--- src/rtl/riscv_dm_pkg.sv ---
// Shared debug-module definitions: DMI widths, op encodings, responder state
// and a small address-range helper.
package riscv_dm_pkg;

   localparam int DMI_ADDR_WIDTH = 7;
   localparam int DMI_DATA_WIDTH = 32;
   localparam int DMI_OP_WIDTH   = 2;

   // request op encodings
   localparam logic [DMI_OP_WIDTH-1:0] DMI_OP_NOP   = 2'd0;
   localparam logic [DMI_OP_WIDTH-1:0] DMI_OP_READ  = 2'd1;
   localparam logic [DMI_OP_WIDTH-1:0] DMI_OP_WRITE = 2'd2;

   // response op encodings
   localparam logic [DMI_OP_WIDTH-1:0] RD_OP_SUCCESS = 2'd0;
   localparam logic [DMI_OP_WIDTH-1:0] RD_OP_FAILED  = 2'd2;
   localparam logic [DMI_OP_WIDTH-1:0] RD_OP_BUSY    = 2'd3;

   typedef enum logic [1:0] {
      RSP_IDLE,
      RSP_REG_REQ,
      RSP_REG_WAIT,
      RSP_RESP
   } dmi_rsp_state_e;

   // Unsigned inclusive range check. Operands are widened by one bit so a
   // bound at the top of the address space does not fold to a constant
   // comparison.
   function automatic logic dmi_addr_in_range(input logic [DMI_ADDR_WIDTH-1:0] addr,
                                              input logic [DMI_ADDR_WIDTH-1:0] lo,
                                              input logic [DMI_ADDR_WIDTH-1:0] hi);
      logic [DMI_ADDR_WIDTH:0] a, l, h;
      a = {1'b0, addr};
      l = {1'b0, lo};
      h = {1'b0, hi};
      return (a >= l) && (a <= h);
   endfunction

endpackage

--- src/rtl/riscv_dmi_responder_if.sv ---
// Bus bundle for the DMI responder: DMI request/response channels plus the
// register port toward the debug-module register file.
interface riscv_dmi_responder_if;
   import riscv_dm_pkg::*;

   logic                      req_valid_i;
   logic                      req_ready_o;
   logic [DMI_ADDR_WIDTH-1:0] req_addr_i;
   logic [DMI_DATA_WIDTH-1:0] req_data_i;
   logic [DMI_OP_WIDTH-1:0]   req_op_i;

   logic                      resp_valid_o;
   logic                      resp_ready_i;
   logic [DMI_DATA_WIDTH-1:0] resp_data_o;
   logic [DMI_OP_WIDTH-1:0]   resp_op_o;

   logic                      reg_valid_o;
   logic                      reg_ready_i;
   logic                      reg_we_o;
   logic [DMI_ADDR_WIDTH-1:0] reg_addr_o;
   logic [DMI_DATA_WIDTH-1:0] reg_wdata_o;
   logic                      reg_rvalid_i;
   logic [DMI_DATA_WIDTH-1:0] reg_rdata_i;
   logic                      reg_err_i;

   // responder side
   modport slave (
      input  req_valid_i, req_addr_i, req_data_i, req_op_i, resp_ready_i,
             reg_ready_i, reg_rvalid_i, reg_rdata_i, reg_err_i,
      output req_ready_o, resp_valid_o, resp_data_o, resp_op_o,
             reg_valid_o, reg_we_o, reg_addr_o, reg_wdata_o
   );

   // transport / register-file side
   modport master (
      output req_valid_i, req_addr_i, req_data_i, req_op_i, resp_ready_i,
             reg_ready_i, reg_rvalid_i, reg_rdata_i, reg_err_i,
      input  req_ready_o, resp_valid_o, resp_data_o, resp_op_o,
             reg_valid_o, reg_we_o, reg_addr_o, reg_wdata_o
   );

endinterface

--- src/rtl/riscv_dmi_timeout.sv ---
// Clear/enable/expire counter. Saturates at TIMEOUT_CYCLES; expired_o is
// high while the count sits there. TIMEOUT_CYCLES = 0 never expires.
module riscv_dmi_timeout #(
   parameter int unsigned TIMEOUT_CYCLES = 255
) (
   input  logic clk_i,
   input  logic rst_i,
   input  logic clear_i,
   input  logic enable_i,
   output logic expired_o
);

   localparam int unsigned CNT_W = (TIMEOUT_CYCLES > 0) ? $clog2(TIMEOUT_CYCLES + 1) : 1;
   localparam logic [CNT_W-1:0] CNT_MAX = CNT_W'(TIMEOUT_CYCLES);

   logic [CNT_W-1:0] cnt_q, cnt_d;

   // clear wins over count; hold at the limit instead of wrapping
   always_comb begin
      cnt_d = cnt_q;
      if (clear_i)
         cnt_d = '0;
      else if (enable_i && (cnt_q != CNT_MAX))
         cnt_d = cnt_q + CNT_W'(1);
   end

   // count register
   always_ff @(posedge clk_i or posedge rst_i) begin
      if (rst_i) cnt_q <= '0;
      else       cnt_q <= cnt_d;
   end

   assign expired_o = (TIMEOUT_CYCLES != 0) && (cnt_q == CNT_MAX);

endmodule

--- src/rtl/riscv_dmi_responder.sv ---
// DM-side DMI endpoint: one request at a time, each answered with exactly
// one response. In-range reads/writes become a single register-port access;
// NOP, reserved ops, out-of-range addresses and timeouts are answered locally.
module riscv_dmi_responder
   import riscv_dm_pkg::*;
#(
   parameter logic [DMI_ADDR_WIDTH-1:0] ADDR_LO        = 7'h04,
   parameter logic [DMI_ADDR_WIDTH-1:0] ADDR_HI        = 7'h7F,
   parameter int unsigned               TIMEOUT_CYCLES = 255
) (
   input  logic                  clk_i,
   input  logic                  rst_i,
   riscv_dmi_responder_if.slave  bus
);

   dmi_rsp_state_e            state_q, state_d;
   logic [DMI_ADDR_WIDTH-1:0] addr_q, addr_d;
   logic [DMI_DATA_WIDTH-1:0] data_q, data_d;
   logic [DMI_OP_WIDTH-1:0]   op_q, op_d;
   logic [DMI_DATA_WIDTH-1:0] resp_data_q, resp_data_d;
   logic [DMI_OP_WIDTH-1:0]   resp_op_q, resp_op_d;

   logic tmo_clear, tmo_enable, tmo_expired;

   // Counter runs only while a register access is in flight; it is cleared
   // on the accept that leads into REG_REQ.
   assign tmo_enable = (state_q == RSP_REG_REQ) || (state_q == RSP_REG_WAIT);

   riscv_dmi_timeout #(
      .TIMEOUT_CYCLES (TIMEOUT_CYCLES)
   ) u_timeout (
      .clk_i     (clk_i),
      .rst_i     (rst_i),
      .clear_i   (tmo_clear),
      .enable_i  (tmo_enable),
      .expired_o (tmo_expired)
   );

   // next-state, latching and response capture
   always_comb begin
      state_d     = state_q;
      addr_d      = addr_q;
      data_d      = data_q;
      op_d        = op_q;
      resp_data_d = resp_data_q;
      resp_op_d   = resp_op_q;
      tmo_clear   = 1'b0;

      case (state_q)
         RSP_IDLE: begin
            if (bus.req_valid_i) begin
               addr_d      = bus.req_addr_i;
               data_d      = bus.req_data_i;
               op_d        = bus.req_op_i;
               resp_data_d = '0;
               if (bus.req_op_i == DMI_OP_NOP) begin
                  resp_op_d = RD_OP_SUCCESS;
                  state_d   = RSP_RESP;
               end else if ((bus.req_op_i != DMI_OP_READ && bus.req_op_i != DMI_OP_WRITE) ||
                            !dmi_addr_in_range(bus.req_addr_i, ADDR_LO, ADDR_HI)) begin
                  resp_op_d = RD_OP_FAILED;
                  state_d   = RSP_RESP;
               end else begin
                  tmo_clear = 1'b1;
                  state_d   = RSP_REG_REQ;
               end
            end
         end
         RSP_REG_REQ: begin
            // completion in the handshake cycle beats a coinciding timeout
            if (bus.reg_ready_i && bus.reg_rvalid_i) begin
               resp_data_d = (op_q == DMI_OP_READ) ? bus.reg_rdata_i : '0;
               resp_op_d   = bus.reg_err_i ? RD_OP_FAILED : RD_OP_SUCCESS;
               state_d     = RSP_RESP;
            end else if (tmo_expired) begin
               resp_data_d = '0;
               resp_op_d   = RD_OP_FAILED;
               state_d     = RSP_RESP;
            end else if (bus.reg_ready_i) begin
               state_d = RSP_REG_WAIT;
            end
         end
         RSP_REG_WAIT: begin
            if (bus.reg_rvalid_i) begin
               resp_data_d = (op_q == DMI_OP_READ) ? bus.reg_rdata_i : '0;
               resp_op_d   = bus.reg_err_i ? RD_OP_FAILED : RD_OP_SUCCESS;
               state_d     = RSP_RESP;
            end else if (tmo_expired) begin
               resp_data_d = '0;
               resp_op_d   = RD_OP_FAILED;
               state_d     = RSP_RESP;
            end
         end
         RSP_RESP: begin
            if (bus.resp_ready_i) begin
               resp_data_d = '0;
               resp_op_d   = RD_OP_SUCCESS;
               state_d     = RSP_IDLE;
            end
         end
         default: state_d = RSP_IDLE;
      endcase
   end

   // state and latched transaction registers
   always_ff @(posedge clk_i or posedge rst_i) begin
      if (rst_i) begin
         state_q     <= RSP_IDLE;
         addr_q      <= '0;
         data_q      <= '0;
         op_q        <= '0;
         resp_data_q <= '0;
         resp_op_q   <= '0;
      end else begin
         state_q     <= state_d;
         addr_q      <= addr_d;
         data_q      <= data_d;
         op_q        <= op_d;
         resp_data_q <= resp_data_d;
         resp_op_q   <= resp_op_d;
      end
   end

   assign bus.req_ready_o  = (state_q == RSP_IDLE);
   assign bus.resp_valid_o = (state_q == RSP_RESP);
   assign bus.resp_data_o  = resp_data_q;
   assign bus.resp_op_o    = resp_op_q;
   assign bus.reg_valid_o  = (state_q == RSP_REG_REQ);
   assign bus.reg_we_o     = (op_q == DMI_OP_WRITE);
   assign bus.reg_addr_o   = addr_q;
   assign bus.reg_wdata_o  = data_q;

endmodule

--- src/flat_wrapper.sv ---
// flat-port wrapper written by rule: the top's interface ports become plain ports
module riscv_dmi_responder_flat import riscv_dm_pkg::*;
#(
   parameter logic [DMI_ADDR_WIDTH-1:0] ADDR_LO        = 7'h04,
   parameter logic [DMI_ADDR_WIDTH-1:0] ADDR_HI        = 7'h7F,
   parameter int unsigned               TIMEOUT_CYCLES = 255
)
  (clk_i, rst_i, bus_req_valid_i, bus_req_addr_i, bus_req_data_i, bus_req_op_i, bus_resp_ready_i, bus_reg_ready_i, bus_reg_rvalid_i, bus_reg_rdata_i, bus_reg_err_i, bus_req_ready_o, bus_resp_valid_o, bus_resp_data_o, bus_resp_op_o, bus_reg_valid_o, bus_reg_we_o, bus_reg_addr_o, bus_reg_wdata_o);
  riscv_dmi_responder_if bus_i ();
  input  logic clk_i;
  input  logic rst_i;
  input wire logic [$bits(bus_i.req_valid_i)-1:0] bus_req_valid_i;
  input wire logic [$bits(bus_i.req_addr_i)-1:0] bus_req_addr_i;
  input wire logic [$bits(bus_i.req_data_i)-1:0] bus_req_data_i;
  input wire logic [$bits(bus_i.req_op_i)-1:0] bus_req_op_i;
  input wire logic [$bits(bus_i.resp_ready_i)-1:0] bus_resp_ready_i;
  input wire logic [$bits(bus_i.reg_ready_i)-1:0] bus_reg_ready_i;
  input wire logic [$bits(bus_i.reg_rvalid_i)-1:0] bus_reg_rvalid_i;
  input wire logic [$bits(bus_i.reg_rdata_i)-1:0] bus_reg_rdata_i;
  input wire logic [$bits(bus_i.reg_err_i)-1:0] bus_reg_err_i;
  output wire logic [$bits(bus_i.req_ready_o)-1:0] bus_req_ready_o;
  output wire logic [$bits(bus_i.resp_valid_o)-1:0] bus_resp_valid_o;
  output wire logic [$bits(bus_i.resp_data_o)-1:0] bus_resp_data_o;
  output wire logic [$bits(bus_i.resp_op_o)-1:0] bus_resp_op_o;
  output wire logic [$bits(bus_i.reg_valid_o)-1:0] bus_reg_valid_o;
  output wire logic [$bits(bus_i.reg_we_o)-1:0] bus_reg_we_o;
  output wire logic [$bits(bus_i.reg_addr_o)-1:0] bus_reg_addr_o;
  output wire logic [$bits(bus_i.reg_wdata_o)-1:0] bus_reg_wdata_o;
  assign bus_i.req_valid_i = bus_req_valid_i;
  assign bus_i.req_addr_i = bus_req_addr_i;
  assign bus_i.req_data_i = bus_req_data_i;
  assign bus_i.req_op_i = bus_req_op_i;
  assign bus_i.resp_ready_i = bus_resp_ready_i;
  assign bus_i.reg_ready_i = bus_reg_ready_i;
  assign bus_i.reg_rvalid_i = bus_reg_rvalid_i;
  assign bus_i.reg_rdata_i = bus_reg_rdata_i;
  assign bus_i.reg_err_i = bus_reg_err_i;
  assign bus_req_ready_o = bus_i.req_ready_o;
  assign bus_resp_valid_o = bus_i.resp_valid_o;
  assign bus_resp_data_o = bus_i.resp_data_o;
  assign bus_resp_op_o = bus_i.resp_op_o;
  assign bus_reg_valid_o = bus_i.reg_valid_o;
  assign bus_reg_we_o = bus_i.reg_we_o;
  assign bus_reg_addr_o = bus_i.reg_addr_o;
  assign bus_reg_wdata_o = bus_i.reg_wdata_o;
  riscv_dmi_responder #(.ADDR_LO(ADDR_LO), .ADDR_HI(ADDR_HI), .TIMEOUT_CYCLES(TIMEOUT_CYCLES)) u_core (.clk_i(clk_i), .rst_i(rst_i), .bus(bus_i));
endmodule
--- config.mk ---
export PLATFORM = sky130hd
export DESIGN_NAME = riscv_dmi_responder_flat
export DESIGN_NICKNAME = d
export VERILOG_FILES = /design/src/rtl/riscv_dm_pkg.sv /design/src/rtl/riscv_dmi_responder_if.sv /design/src/rtl/riscv_dmi_timeout.sv /design/src/rtl/riscv_dmi_responder.sv /design/src/flat_wrapper.sv
export SDC_FILE = /design/constraint.sdc
export NUM_CORES = 1
export LEC_CHECK = 0
export CAP_MARGIN = 5
export CORE_ASPECT_RATIO = 0.9
export CORE_MARGIN = 10
export CORE_UTILIZATION = 38
export DETAILED_ROUTE_END_ITERATION = 8
export MAX_ROUTING_LAYER = met4
export PLACE_DENSITY = 0.76
export SETUP_SLACK_MARGIN = 0.02
export SYNTH_ARGS = -nofsm -noshare
export SYNTH_HDL_FRONTEND = slang
export SYNTH_SLANG_ARGS = --single-unit
--- constraint.sdc ---
create_clock -name clk_i -period 2.8 [get_ports clk_i]
set_clock_uncertainty 0.2 [all_clocks]
set_input_delay 0.56 -clock clk_i [delete_from_list [all_inputs] [get_ports clk_i]]
set_output_delay 0.56 -clock clk_i [all_outputs]
set_load 0.01 [all_outputs]
; Word-level counts from Yosys, hierarchy flattened
; Index checks and enable logic that the tools add are counted.
[classes]
reduce_logical = 13
mux = 31
n_eq_ne = 14
order_cmp = 1
add_sub_neg = 1
[op_table]
columns = cell, n
row1 = $mux W32, 6
row2 = $pmux W32 S4, 1
row3 = $mux W2, 16
row4 = $mux W8, 2
row5 = $pmux W2 S4, 2
row6 = $add A8 B1 Y8 const B, 1
row7 = $eq A8 B8 Y1 const B, 1
row8 = $ne A8 B8 Y1 const B, 1
row9 = $ge A7 B3 Y1 const B, 1
row10 = $eq A2 B2 Y1 const B, 3
row11 = $ne A2 B2 Y1 const B, 3
row12 = $eq A2 B1 Y1 const B, 2
row13 = $logic_not A2 Y1, 2
row14 = $mux W1, 4
row15 = $ne A4 B2 Y1 const B, 1
row16 = $reduce_and A2 Y1, 2
row17 = $reduce_and A4 Y1, 1
row18 = $logic_and A1 B1 Y1, 3
row19 = $ne A3 B1 Y1 const B, 1
row20 = $ne A3 B2 Y1 const B, 1
row21 = $reduce_and A3 Y1, 1
row22 = $logic_or A1 B1 Y1, 2
row23 = $ne A2 B1 Y1 const B, 1
row24 = $reduce_bool A2 Y1, 1
row25 = $logic_not A1 Y1, 1
[word_totals]
ff_bits = 85
out_inout_bits = 77
inputBits = 80

; Depth between registers and ports, before layout
[depth]
ltp_word = 8
depth_mapped = 8

; Cells and area by module
; A second synthesis with hierarchy kept.
[unflattened]
hier_cells = 258
area_unflattened_um2 = 3563.4
[by_module_without_submodules]
columns = module, seq_area_each_um2, instances, cells_per_inst, area_per_inst_um2
row1 = riscv_dmi_responder, 1926.8, 1, 210, 3071.7
row2 = riscv_dmi_timeout, 200.2, 1, 48, 491.7

; Least setup slack after synthesis
; Ideal clock, no wire load.
[synth_path]
kind = reg-to-reg
from = register u_core.state_q[0]
to = register u_core.resp_data_q[0], in the netlist u_core.bus.resp_data_o[0]
required_time_ps = 2535
stages_incl_launch_ff = 9
t_arrival_ps = 1656
setup_ps = 65
n_path_buf = 2
setup_slack_ps = 878
cell_sequence = dfrtp_1 -> inv_1 -> ha_1 -> buf_6 -> inv_4 -> o21ai_4 -> nor4_4 -> buf_6 -> a22o_1
[synth_between]
elab_chain_len = 3
word_cells_on_any_way = 8
[synth_lines]
columns = item, line
row1 = start: declaration, riscv_dmi_responder.sv:16  ; dmi_rsp_state_e state_q, state_d;
row2 = start signal: assignment, riscv_dmi_responder.sv:115  ; state_q <= state_d;
row3 = $logic_not A2 Y1 (*), -
row4 = via bus_req_ready_o, flat_wrapper.sv:21  ; output wire logic [$bits(bus_i.req_ready_o)-1:0] bus_req_ready_o;
row5 = $ne A2 B2 Y1 (no source line), -
row6 = $reduce_and A2 Y1 (no source line), -
row7 = end signal: assignment, riscv_dmi_responder.sv:119  ; resp_data_q <= resp_data_d;
row8 = end: declaration, riscv_dmi_responder.sv:20  ; logic [DMI_DATA_WIDTH-1:0] resp_data_q, resp_data_d;
; The timed path passes the listed nets; every way through them passes the cells marked *.
; A chain may end at the register's enable or synchronous reset.

; Final worst setup path
[layout_path]
from = register u_core.state_q[0]
to = output bus_req_ready_o
[layout_between]
elab_chain_len = 1
[layout_lines]
columns = item, line
row1 = $logic_not A2 Y1, riscv_dmi_responder.sv:124  ; assign bus.req_ready_o = (state_q == RSP_IDLE);
row2 = end: declaration, flat_wrapper.sv:21
; No other way between the ends.

==> qor.csv <==
stage,metric,value,unit
timing,final hold vios,0,
power,leakage power,0.002333,uW
power,Pwr per Cell Area,950.8,nW/um^2
cts,clk slew on worst S/H paths,80,ps
yosys,yosys synthesis warning count,0,
detailed_routing,DRT iter0 DRCs,183,
timing,total negative slack,0,ps
hold_path,WHS Path Cells,1,
cts,CTS sink cnt,85,
timing,Final Max Slew Viols,0,
cts,root buffer cell,clkbuf_8,
detailed_routing,post-route ant nets,0,
timing,Achievable Freq,0.3871,GHz
outcome,status,finished clean,
yosys,top cell type's share of synthesized area,59.32,%
placed_design,area post-placement,5280,um^2
die,Initial Utilization,39.12,%
yosys,"area leader, netlist",dfrtp_1,
layout,Post-Layout Inst Area,5505,um^2
yosys,Mapped Area,3586,um^2
grt,vias in the first global route,2921,
yosys,Post-Synthesis Cells,254,
die,die width,122.4,um
critical_path,Critical Path RT,2040,ps
critical_path,startpoint types,flop,
run,Max-Cap Viols,0,
timing,hold slack final,294.6,ps
layout,ANT cells,0,
yosys,Synth area leaders,"dfrtp_1, mux2_2, a22o_1, mux2_1, buf_6",
die,Core ar.,9166,um^2
critical_path,"reg-to-reg slack, setup",670,ps
detailed_routing,final WL,9929,um
yosys,most common cell in the netlist,dfrtp_1,
placed_design,routability cong.,0.8005,
timing,normalized max-slew margin,62.02,%
placed_design,port bufs,156,
timing,Worst Tran Pin Value,568.6,ps
yosys,number of flops mapped to enable cells by yosys,0,
power,overall power,5235,uW
hold_path,Hold Path End,u_core.bus.reg_wdata_o[14]$_DFFE_PP0P_,
grt,first-pass GRT wire length,15520,um
critical_path,Arrival @ worst endpoint,1820,ps
yosys,Cell variety after synth,46,
cts,clock buffer depth,2,
hold_path,Hold Crit Class,flop to flop,
detailed_routing,Avg WL per Cell,18.32,um
timing,Tmin final,2583,ps
timing,crit share post-route,92.25,%
timing,Final setup viols,0,
cts,clock latency at the later pin of the worst-skew pair,330,ps
detailed_routing,DR vias/cell,4.983,
die,Die Ht,112.2,um
layout,final net count,501,
placed_design,HPWL after DPL,7684,um
critical_path,critical path class,flop to output port,
yosys,list of most frequent post-synthesis cells,"dfrtp_1, a22o_1, mux2_2",
detailed_routing,via count,2701,
yosys,sequential area share after synthesis,59.32,%
cts,TritonCTS clock tree,yes,
yosys,Main synth FF type,dfrtp_1,
critical_path,CP max FO,9,
cts,CTS Buf Count,9,
yosys,syn_area_per_cell,14.12,um^2
grt,GR Overflow Total,0,
yosys,Mapped Nets,340,
critical_path,depth of the most critical reg-to-reg path,7,
cts,CTS HTree Levels,3,
detailed_routing,DRC,0,
critical_path,reg2reg end,u_core.bus.resp_data_o[7]$_DFFE_PP0P_,
critical_path,Reg-to-Reg Start,u_core.state_q[0]$_DFFE_PP0P_,
timing,RSZ-0062 raised after global routing,no,
detailed_routing,drt pass-1 iters,4,
power,peak supply drop,0.4988,mV
layout,layout filler cell count,758,
grt,Total GRT Usage,14.45,%
die,Row Count,33,
hold_path,Hold Crit Start,u_core.bus.reg_wdata_o[14]$_DFFE_PP0P_,
die,die area,13730,um^2
die,num ports,157,
cts,setup bufs post-CTS,0,
grt,largest net degree at the start of global routing,46,
layout,synth-to-layout area growth,53.52,%
layout,layout cells sized above 1,15.00,%
yosys,Async SR Flop Fraction,100.0,%
cts,CTS hold repair buffers,0,
yosys,register bit total from synthesis,85,
critical_path,Critical Path End Type,output port,
grt,initial antenna violation count,0,
## area by class of cell
type                    instances  area (um^2)  share of cell area [%]
repair buffers                161         1637                   29.73
well taps                     122        152.6                   2.773
multi-input cells             151         1334                   24.23
clock buffers                  11        141.4                   2.568
inverters                       7        32.53                  0.5909
flip-flops and latches         85         2127                   38.64
clock inverters                 5        81.33                   1.477
## critical path: stages (launching register included)
cell	delay, ps
dfrtp_1	410
inv_1	130
ha_2	360
clkdlybuf4s50_1	600
## worst max path at each step
| stage | start | end |
|---|---|---|
| after floorplan | u_core.state_q[0]$_DFFE_PP0P_ | u_core.bus.resp_data_o[0]$_DFFE_PP0P_ |
| after global placement | bus_req_op_i[0] | u_core.u_timeout.cnt_q[6]$_DFFE_PP0P_ |
| after detailed placement | bus_req_op_i[1] | u_core.u_timeout.cnt_q[2]$_DFFE_PP0P_ |
| after CTS | u_core.state_q[0]$_DFFE_PP0P_ | bus_req_ready_o |
| after global routing | u_core.state_q[0]$_DFFE_PP0P_ | bus_req_ready_o |
| final | u_core.state_q[0]$_DFFE_PP0P_ | bus_req_ready_o |
## kinds of logic after synthesis
logic type | after synthesis | synth area share (%)
AOI/OAI and AO/OA | 65 | 14.66
xor gates and xnor gates | 4 | 0.9769
adders and majority gates | 6 | 2.093
buffers and inverters | 18 | 3.559
DFF | 85 | 59.32
muxes | 40 | 12.53
and+or+nand+nor | 36 | 6.874
## stage by stage
stage                     setup WS, ps  cells  utilization [%]
after global routing             119.0    542            60.06
after floorplan                  878.4    254                -
after global placement           439.5    526            57.60
after CTS                        35.23    542            60.03
final                            216.9    542            60.06
after detailed placement         402.6    526            57.60
## routing by layer
layer | vias to the layer above | share of wire, % | global-route usage, %
li1 | 1259 | - | -
met1 | 1334 | 43 | 16.68
met2 | 102 | 49 | 24.10
met3 | 6 | 7.4 | 4.860
met4 | 0 | 0.71 | 2.669
met5 | - | 0 | -
## cell usage in the layout, fill, tap and decap left out, types with 5 or more instances in the layout
master / Yosys / final
a22o_1: 32 / 32
clkbuf_8: 0 / 10
clkdlybuf4s50_1: 0 / 156
dfrtp_1: 85 / 85
ha_1: 6 / 5
mux2_1: 12 / 12
mux2_2: 27 / 27
nand2_1: 6 / 6
nor2_1: 9 / 9
o21ai_0: 8 / 8
## where the power goes
group	switching (uW)	internal (uW)	leakage, uW	total [uW]
logic	1060	1280	0.00114	2350
registers	272	1650	0.00108	1930
clock network	432	530	0.000110	962
total	1770	3470	0.00233	5230
## timing repair
item | 4_1_cts | 5_1_grt
endpoints found under the hold margin | 0 | 0
setup endpoints to repair | 0 | 1
resized for setup | 0 | 1
## state kept, by name, indices dropped and copies added (netlist names)
signal                  cells
u_core.bus.reg_wdata_o     32
u_core.state_q              2
u_core.bus.resp_op_o        2
u_core.op_q                 2
u_core.u_timeout.cnt_q      8
u_core.bus.resp_data_o     32
u_core.bus.reg_addr_o       7
No activity file was read; power rests on OpenSTA's default activity.
